`config.mk`:
```
export PLATFORM = sky130hd
export DESIGN_NAME = elevator_car_ctrl
export DESIGN_NICKNAME = d
export VERILOG_FILES = /design/src/rtl/elevator_pkg.sv /design/src/rtl/elevator_car_ctrl_timer.sv /design/src/rtl/elevator_car_ctrl.sv
export SDC_FILE = /design/constraint.sdc
export NUM_CORES = 1
export LEC_CHECK = 0
export ABC_AREA = 1
export BUFFER_PORTS_ARGS = -buffer_cell sky130_fd_sc_hd__buf_2
export CAP_MARGIN = 20
export CELL_PAD_IN_SITES_DETAIL_PLACEMENT = 0
export CELL_PAD_IN_SITES_GLOBAL_PLACEMENT = 1
export CORE_MARGIN = 4
export CORE_UTILIZATION = 42
export CTS_BUF_LIST = sky130_fd_sc_hd__clkbuf_4 sky130_fd_sc_hd__clkbuf_8 sky130_fd_sc_hd__clkbuf_16
export DETAILED_ROUTE_END_ITERATION = 10
export GPL_ROUTABILITY_DRIVEN = 1
export PLACE_DENSITY_LB_ADDON = 0.1
export SLEW_MARGIN = 5
export SYNTH_ARGS = -nofsm -noshare
export SYNTH_HDL_FRONTEND = slang
export SYNTH_SLANG_ARGS = --single-unit
```
`constraint.sdc`:
```
create_clock -name clk -period 2.66 [get_ports clk]
set_input_delay 0.532 -clock clk [delete_from_list [all_inputs] [get_ports clk]]
set_output_delay 0.532 -clock clk [all_outputs]
set_load 0.1 [all_outputs]
```
`src/rtl/elevator_pkg.sv`:
```
// elevator_pkg: shared state, floor types, floor limits and mask helpers
// for the 3-floor elevator car controller.
package elevator_pkg;

  typedef enum logic [1:0] {IDLE, MOVE, DWELL} state_t;
  typedef logic [1:0] floor_t;

  localparam int     NUM_FLOORS = 3;
  localparam floor_t FLOOR_MIN  = 2'd1;
  localparam floor_t FLOOR_MAX  = 2'd3;

  // One-hot request bit for a floor number (floor 1 -> bit0).
  function automatic logic [NUM_FLOORS-1:0] floor_onehot(input floor_t f);
    case (f)
      2'd1:    return 3'b001;
      2'd2:    return 3'b010;
      2'd3:    return 3'b100;
      default: return 3'b000;
    endcase
  endfunction

  // Request bits strictly above a floor.
  function automatic logic [NUM_FLOORS-1:0] floor_above(input floor_t f);
    case (f)
      2'd1:    return 3'b110;
      2'd2:    return 3'b100;
      default: return 3'b000;
    endcase
  endfunction

  // Request bits strictly below a floor.
  function automatic logic [NUM_FLOORS-1:0] floor_below(input floor_t f);
    case (f)
      2'd2:    return 3'b001;
      2'd3:    return 3'b011;
      default: return 3'b000;
    endcase
  endfunction

endpackage

```
`src/rtl/elevator_car_ctrl_timer.sv`:
```
// down_timer: loadable down-counter with a done flag; one instance is
// shared between floor-segment travel timing and door dwell timing.
module down_timer #(
  parameter int WIDTH = 4
) (
  input  logic             clk,
  input  logic             rst_n,
  input  logic             i_load,
  input  logic             i_dec,
  input  logic [WIDTH-1:0] i_value,
  output logic             o_done
);

  logic [WIDTH-1:0] r_count;

  // Load has priority; decrement stops at zero so done stays asserted.
  always_ff @(posedge clk or negedge rst_n) begin
    if (!rst_n) begin
      r_count <= '0;
    end else if (i_load) begin
      r_count <= i_value;
    end else if (i_dec && (r_count != '0)) begin
      r_count <= r_count - WIDTH'(1);
    end
  end

  assign o_done = (r_count == '0);

endmodule

```
`src/rtl/elevator_car_ctrl.sv`:
```
// elevator_car_ctrl: 3-floor car sequencer producing M (moving) and the
// one-hot aligned flags A1..A3 for the door-enable logic. M and any A bit
// are never high together. Build option ELEVATOR_ESTOP_EN adds an estop
// input that freezes travel and dwell while calls keep being latched.
module elevator_car_ctrl
  import elevator_pkg::*;
#(
  parameter int TRAVEL_CYCLES = 8,
  parameter int DOOR_CYCLES   = 16
) (
  input  logic       clk,
  input  logic       rst_n,
  input  logic [2:0] call,
`ifdef ELEVATOR_ESTOP_EN
  input  logic       estop,
`endif
  output logic       M,
  output logic       A1,
  output logic       A2,
  output logic       A3,
  output logic       dir_up,
  output logic [2:0] pending
);

  localparam int MAX_CYCLES = (TRAVEL_CYCLES > DOOR_CYCLES) ? TRAVEL_CYCLES : DOOR_CYCLES;
  localparam int TW         = $clog2(MAX_CYCLES + 1);
  localparam logic [TW-1:0] TRAVEL_LOAD = TW'(TRAVEL_CYCLES - 1);
  localparam logic [TW-1:0] DOOR_LOAD   = TW'(DOOR_CYCLES - 1);

  state_t      r_state;
  floor_t      r_floor;
  logic        r_dir_up;
  logic        r_M;
  logic [2:0]  r_aligned;
  logic [2:0]  r_pending;

  logic          w_estop;
  logic [2:0]    w_floor_oh;
  logic [2:0]    w_above;
  logic [2:0]    w_below;
  logic          w_here;
  logic          w_go_up;
  logic          w_go_down;
  floor_t        w_next_floor;
  logic [2:0]    w_next_oh;
  logic          w_arrive;
  logic          w_hold_call;
  logic          w_tmr_done;
  logic          w_tmr_load;
  logic          w_tmr_dec;
  logic [TW-1:0] w_tmr_value;
  logic [2:0]    w_clr;

`ifdef ELEVATOR_ESTOP_EN
  assign w_estop = estop;
`else
  assign w_estop = 1'b0;
`endif

  assign w_floor_oh   = floor_onehot(r_floor);
  assign w_above      = r_pending & floor_above(r_floor);
  assign w_below      = r_pending & floor_below(r_floor);
  assign w_here       = |(r_pending & w_floor_oh);
  assign w_go_up      = (|w_above) && (r_dir_up || !(|w_below));
  assign w_go_down    = !w_go_up && (|w_below);
  assign w_next_floor = r_dir_up ? (r_floor + 2'd1) : (r_floor - 2'd1);
  assign w_next_oh    = floor_onehot(w_next_floor);
  // Stopping at the end of the shaft keeps the floor inside 1..3 even if no request is found there.
  assign w_arrive     = (|(r_pending & w_next_oh)) ||
                        (w_next_floor == (r_dir_up ? FLOOR_MAX : FLOOR_MIN));
  assign w_hold_call  = |(call & w_floor_oh);

  // Timer load/decrement and pending-clear mask, decided from the current state.
  always_comb begin
    w_tmr_load  = 1'b0;
    w_tmr_dec   = 1'b0;
    w_tmr_value = TRAVEL_LOAD;
    w_clr       = 3'b000;
    if (r_state == DWELL) begin
      w_clr = w_floor_oh;
    end
    if (!w_estop) begin
      case (r_state)
        IDLE: begin
          if (w_here) begin
            w_tmr_load  = 1'b1;
            w_tmr_value = DOOR_LOAD;
            w_clr       = w_floor_oh;
          end else if (w_go_up || w_go_down) begin
            w_tmr_load  = 1'b1;
          end
        end
        MOVE: begin
          if (w_tmr_done) begin
            w_tmr_load = 1'b1;
            if (w_arrive) begin
              w_tmr_value = DOOR_LOAD;
              w_clr       = w_next_oh;
            end
          end else begin
            w_tmr_dec = 1'b1;
          end
        end
        DWELL: begin
          if (w_hold_call) begin
            w_tmr_load  = 1'b1;
            w_tmr_value = DOOR_LOAD;
          end else begin
            w_tmr_dec = 1'b1;
          end
        end
        default: ;
      endcase
    end
  end

  down_timer #(
    .WIDTH(TW)
  ) u_timer (
    .clk     (clk),
    .rst_n   (rst_n),
    .i_load  (w_tmr_load),
    .i_dec   (w_tmr_dec),
    .i_value (w_tmr_value),
    .o_done  (w_tmr_done)
  );

  // Car FSM: state, floor, direction, request latch and registered M/A outputs.
  always_ff @(posedge clk or negedge rst_n) begin
    if (!rst_n) begin
      r_state   <= IDLE;
      r_floor   <= FLOOR_MIN;
      r_dir_up  <= 1'b1;
      r_M       <= 1'b0;
      r_aligned <= 3'b001;
      r_pending <= 3'b000;
    end else begin
      r_pending <= (r_pending | call) & ~w_clr;
      if (!w_estop) begin
        case (r_state)
          IDLE: begin
            if (w_here) begin
              r_state <= DWELL;
            end else if (w_go_up) begin
              r_state   <= MOVE;
              r_dir_up  <= 1'b1;
              r_M       <= 1'b1;
              r_aligned <= 3'b000;
            end else if (w_go_down) begin
              r_state   <= MOVE;
              r_dir_up  <= 1'b0;
              r_M       <= 1'b1;
              r_aligned <= 3'b000;
            end
          end
          MOVE: begin
            r_M       <= 1'b1;
            r_aligned <= 3'b000;
            if (w_tmr_done) begin
              r_floor <= w_next_floor;
              if (w_arrive) begin
                r_state   <= DWELL;
                r_M       <= 1'b0;
                r_aligned <= w_next_oh;
              end
            end
          end
          DWELL: begin
            if (w_tmr_done && !w_hold_call) begin
              r_state <= IDLE;
            end
          end
          default: begin
            r_state <= IDLE;
          end
        endcase
      end else if (r_state == MOVE) begin
        r_M       <= 1'b0;
        r_aligned <= 3'b000;
      end
    end
  end

  assign M       = r_M;
  assign A1      = r_aligned[0];
  assign A2      = r_aligned[1];
  assign A3      = r_aligned[2];
  assign dir_up  = r_dir_up;
  assign pending = r_pending;

endmodule

```
; Word level (Yosys, flattened, before mapping)
; Index checks and enable logic that the tools add are counted.
[totals]
out_inout_bits = 8
wordCells = 106
regBits = 17
inputBits = 5
[classes]
n_reduce_logical = 25
n_mux = 47
n_bitwise = 9
n_addsub = 3
eq_ne = 15
[op_table]
columns = op, count
row1 = 3-bit two-way mux, 9
row2 = 3-bit AND, 6
row3 = 3-bit one-hot mux with 2 select lines, 3
row4 = 3-bit one-hot mux with 3 select lines, 2
row5 = 2-bit two-way mux, 8
row6 = 4-bit two-way mux, 4
row7 = 5-bit one-hot mux with 3 select lines, 1
row8 = 3-bit OR reduction, 5
row9 = 1-bit two-way mux, 13
row10 = "2-bit == test, second input constant", 5
row11 = 5-bit two-way mux, 2
row12 = "2-bit by 1-bit == test with 1-bit output, second input constant", 3
row13 = "2-bit != test, second input constant", 3
row14 = 2-bit one-hot mux with 3 select lines, 1
row15 = 3-bit AND reduction, 2
row16 = 2-bit nonzero test, 3
row17 = 5-bit logical NOT, 1
row18 = 5-bit nonzero test, 1
row19 = "5-bit by 1-bit subtractor with 5-bit output, second input constant", 1
row20 = 1-bit logical AND, 4
row21 = "4-bit != test, second input constant", 1
row22 = 1-bit one-hot mux with 2 select lines, 2
row23 = 2-bit one-hot mux with 2 select lines, 1
row24 = 4-bit AND reduction, 1
row25 = 13 further kinds, 17

; Logic depth before layout (Yosys ltp)
[depth]
ltp_word = 14
depth_mapped = 13

; Modules after synthesis
; Synthesis repeated with hierarchy kept, for this count alone.
[unflattened]
cells_unflattened = 183
hier_area_um2 = 1298.7
[modules_own_cells]
columns = module, area_per_inst_um2, n_inst, cells_per_inst, seq_area_each_um2
row1 = elevator_car_ctrl, 963.4, 1, 137, 304.0
row2 = down_timer, 335.3, 1, 46, 125.1

; Worst setup path after synthesis
; No wires, ideal clock.
[synth_timing]
kind = register -> register
startpoint = register r_floor[0]
endpoint = register r_pending[1], in the netlist pending[1]
period_less_slack_ps = 1869
arrival_ps = 1755
setup_slack_ps = 791
path_stages_with_launch = 13
path_buffers = 0
path_cell_list = dfstp_2 -> inv_1 -> ha_1 -> inv_1 -> nand2_1 -> nand2_2 -> nor2_1 -> nand2_1 -> nand2_1 -> o21ai_0 -> nand3_1 -> nand2_1 -> nor2_1
[synth_via]
elab_chain_len = 12
[synth_rtl]
columns = item, line_no
row1 = from (decl), elevator_car_ctrl.sv:31  ; floor_t r_floor;
row2 = from (signal assigned), elevator_car_ctrl.sv:160  ; r_floor <= w_next_floor;
row3 = 2-bit by 1-bit subtractor with 2-bit output / 2-bit by 1-bit adder with 2-bit output (equally long branches), elevator_car_ctrl.sv:66  ; assign w_next_floor = r_dir_up ? (r_floor + 2'd1) : (r_floor - 2'd1);
row4 = 2-bit two-way mux, elevator_car_ctrl.sv:66
row5 = 2-bit == test / 2-bit by 1-bit == test with 1-bit output (equally long branches), elevator_pkg.sv:14  ; case (f)
row6 = 3-bit one-hot mux with 3 select lines, elevator_pkg.sv:14
row7 = 3-bit AND, elevator_car_ctrl.sv:69  ; assign w_arrive = (|(r_pending & w_next_oh)) ||
row8 = 3-bit OR reduction, elevator_car_ctrl.sv:69
row9 = 1-bit logical OR, elevator_car_ctrl.sv:69
row10 = 3-bit two-way mux, elevator_car_ctrl.sv:96  ; if (w_arrive) begin
row11 = 3-bit two-way mux, elevator_car_ctrl.sv:94  ; if (w_tmr_done) begin
row12 = 3-bit one-hot mux with 2 select lines *, elevator_car_ctrl.sv:83  ; case (r_state)
row13 = 3-bit NOT *, elevator_car_ctrl.sv:138  ; r_pending <= (r_pending | call) & ~w_clr;
row14 = 3-bit AND *, elevator_car_ctrl.sv:138
row15 = to (signal assigned), elevator_car_ctrl.sv:138
row16 = to (decl), elevator_car_ctrl.sv:35  ; logic [2:0] r_pending;
; Mark *: on every way between the ends. The rest lies on a longest branch, timed or not.
; A chain may end at the register's enable or synchronous reset.

; Final worst setup path
[layout_timing]
startpoint = register r_floor[0]
endpoint = register r_pending[0], in the netlist pending[0]
; The elaborated chain is that of the path after synthesis.

==> summary.txt <==
Global route
  • Vias in the first global route: about 1000
  • First-pass GRT wire length: between 4000 and 5000 µm
  • Gr ovfl total: 0
  • GR Util All Layers: roughly 15%
  • Pin count of the biggest net entering global routing: 18
  • Initial antenna violation count: 0

Placement
  • Post-placement cell count: between 200 and 250
  • Hpwl dp: approximately 2200 µm
  • IO Port Bufs: 12
  • RD Place Congestion: roughly 0.81

Detailed routing
  • ANT nets after route: 0
  • DRT iter0 DRCs: between 40 and 50
  • DRT Pass-1 Iters: 4
  • Vias per std cell: a little over 5
  • DRC: 0
  • DR WL/cell: 12.0 µm
  • Vias: approximately 1100
  • Drt total wl: about 2700 µm

Timing
  • Worst-Margin Slew: 485 ps
  • Worst rel slew slack: about 68%
  • Period Utilization, post-route: about three quarters
  • RSZ-0062 raised after global routing: false
  • Fmax: 489 MHz
  • Final hold vios: 0
  • Setup violations, final: 0
  • Period minus WS final: slightly above 2000 ps
  • Slew Limit Fails: 0
  • Layout Skew: 5.24 ps
  • Sum Neg Setup Slack: 0 ps

Critical path
  • Internal reg-to-reg setup slack: around 620 ps
  • Worst Setup SP: r_floor[0]
  • RR Startpoint: r_floor[0]
  • CP Max Fanout: 6
  • FF-to-FF End: pending[0]
  • Worst path required time: between 2000 and 3000 ps
  • Critical Path Sink: pending[0]
  • CP arrival: ~2200 ps
  • R2R depth: 12
  • CP Launch Type: flip-flop
  • Setup crit end kind: flip-flop
  • Setup CP Type: reg -> reg

Floorplanning
  • Core area: around 2900 µm²
  • Initial Util: between 40% and 50%
  • Chip Width: 63.4 µm
  • Standard-cell rows: 19
  • Die area: roughly 4000 µm²
  • Die Height: 63.4 µm
  • Io pins: 13

Clock network
  • H-tree Lvls: 1
  • PostCTS Resize Cnt: 0
  • CTS Sinks: 17
  • Setup Fix Bufs, Post-CTS: 0
  • CTS tree: built
  • Worst skew pair latency: around 290 ps
  • CTS buffer count: 3
  • # hold bufs at CTS: 0
  • Clock Tree Root: clkbuf_4
  • Bufs on Longest Clock Path: 2
  • Clock slew at reported path FFs: ~110 ps

Synthesis
  • Synth Register Bits: 17
  • Synthesis warning total: 0
  • Yosys top cell area share: approximately 27%
  • Mapped Area: about 1300 µm²
  • Synth Instances: 175
  • Syn nets: 190
  • Area contributors post-synth: dfrtp_1 (27%), nand2_1 (16%), ha_1 (9.7%), inv_1 (7.6%), dfstp_2 (6.1%)
  • Sequential share of the synthesized area: 33.3%
  • Syn avg cell area: 7.36 µm²
  • Area leader, netlist: dfrtp_1
  • Distinct cells, synth: 27

Final layout
  • Filler instances: roughly 290
  • Layout area overhead: 9.81%
  • Diode count: 0
  • Layout cells sized above 1: 19.4%
  • Final Non-Filler Cells: between 200 and 250
  • Final core occ: about half
  • Layout net count: between 200 and 250

Power and ir drop
  • Combinational power share: under 10%
  • Peak supply drop: about 0.00013 V
  • Clock power frac: a little over a third
  • Seq pwr share: between 60 and 70%
  • NetSw: 0.0935 mW
  • P_int: 0.317 mW
  • Power Dens Cells: roughly 290 nW/µm²
  • Sw frac: approximately 23%
  • Leakage: roughly 0.78 nW

Worst hold path
  • Worst Hold Class: in -> async

Status
  • Status: complete, no violations

Flow run
  • Max cap viols: 0
[through the flow]
| stage | cell area, µm² | worst slack (ps) | hold WS [ps] | total power [mW] |
|---|---|---|---|---|
| 2_1_floorplan | 1290 | 791 | 236 | 0.263 |
| 3_3_place_gp | 1390 | 650 | 467 | 0.272 |
| 3_5_place_dp | 1390 | 611 | 469 | 0.272 |
| 4_1_cts | 1420 | 599 | 150 | 0.417 |
| 5_1_grt | 1420 | 414 | 151 | 0.438 |
| 6_report | 1420 | 617 | 140 | 0.410 |
[logic make-up after synthesis]
kind of cell / count (synthesis) / synth area share (%)
XOR/XNOR: 2 / 1.36
flip-flops: 17 / 33.3
AND/OR/NAND/NOR: 96 / 36.2
AO/OA/AOI/OAI: 21 / 10.8
buffers and inverters: 29 / 8.64
adder cells (fa/ha/maj): 10 / 9.71
[worst max-delay path, stage by stage (launching register included)]
cell and delay (ps):
dfstp_2 600, inv_1 90, ha_1 310, inv_1 70, nand2_1 70, nand2_2 80, nor2_1 60, nand2_1 50
nand2_1 70, o21ai_0 290, nand3_1 120, nand2_1 90, nor2_1 40
[worst min-delay path by stage]
stage,startpoint,to,slack [ps],depth (start not counted)
3_5_place_dp,M,M,470,2
5_1_grt,rst_n,M,150,1
2_1_floorplan,rst_n,M,240,0
4_1_cts,rst_n,pending[1],150,1
6_report,rst_n,r_aligned[2],140,1
3_3_place_gp,r_aligned[1],r_aligned[1],470,2
[state kept, by name, indices dropped and copies added, names as in the netlist]
register / cells
u_timer.r_count: 5
M: 1
r_state: 2
r_floor: 2
pending: 3
dir_up: 1
r_aligned: 3
[final cells by class]
class	instances	area (µm²)	share of cell area, %
Timing Repair Buffer	12	60.1	4.24
Inverter	29	111	7.87
Multi-Input combinational cell	129	748	52.9
Sequential cell	17	429	30.3
Clock inverter	1	5.00	0.354
Tap cell	31	38.8	2.74
Clock buffer	3	22.5	1.59
[layer usage]
metal	share of wire [%]	up-vias	track usage, %
met1	50	507	21.5
met2	42	32	21.4
met4	0.82	0	4.85
li1	-	591	-
met3	7.4	2	2.49
met5	0	-	0
[cells in the final DEF, fill, tap and decap left out, types with 2 or more instances in the layout]
master | synthesis | routed
nand3b_1 | 3 | 3
clkbuf_4 | 0 | 3
o22ai_1 | 3 | 3
dfrtp_1 | 14 | 14
nor2_2 | 2 | 2
inv_2 | 2 | 2
nor2_4 | 3 | 3
a31oi_1 | 3 | 3
xor2_1 | 2 | 2
nor2_1 | 10 | 10
nand2_2 | 4 | 4
o21ai_0 | 7 | 7
nand3_1 | 11 | 11
nand3_4 | 2 | 2
dfstp_2 | 3 | 3
ha_1 | 10 | 10
nand2_1 | 56 | 56
inv_1 | 26 | 26
o21ai_1 | 3 | 3
o21ai_2 | 2 | 2
nand4_1 | 2 | 2
buf_2 | 0 | 12
[cell usage after synthesis]
master and count:
o22ai_1 3, or2_0 1, a21oi_1 1, dfstp_2 3, nand3b_1 3, o21ai_0 7, xor2_1 2, dfrtp_1 14
nor2_2 2, ha_1 10, inv_2 2, or2_1 1, nand2_2 4, nor2_4 3, inv_1 26, o211ai_1 1
a22oi_4 1, nand4_1 2, a31oi_1 3, nor2_1 10, o21ai_2 2, nand2_1 56, nand3_4 2, nand3_1 11
nand3_2 1, o21ai_1 3, inv_4 1
[power by group through the flow]
stage          Clock (mW)  Sequential (mW)  Combinational [mW]
3_5_place_dp            0            0.263             0.00883
5_1_grt             0.169            0.259              0.0100
3_3_place_gp            0            0.263             0.00897
4_1_cts             0.149            0.259             0.00888
2_1_floorplan           0            0.263           0.0000168
6_report            0.143            0.259             0.00843
(Power assumes the default switching activity.)
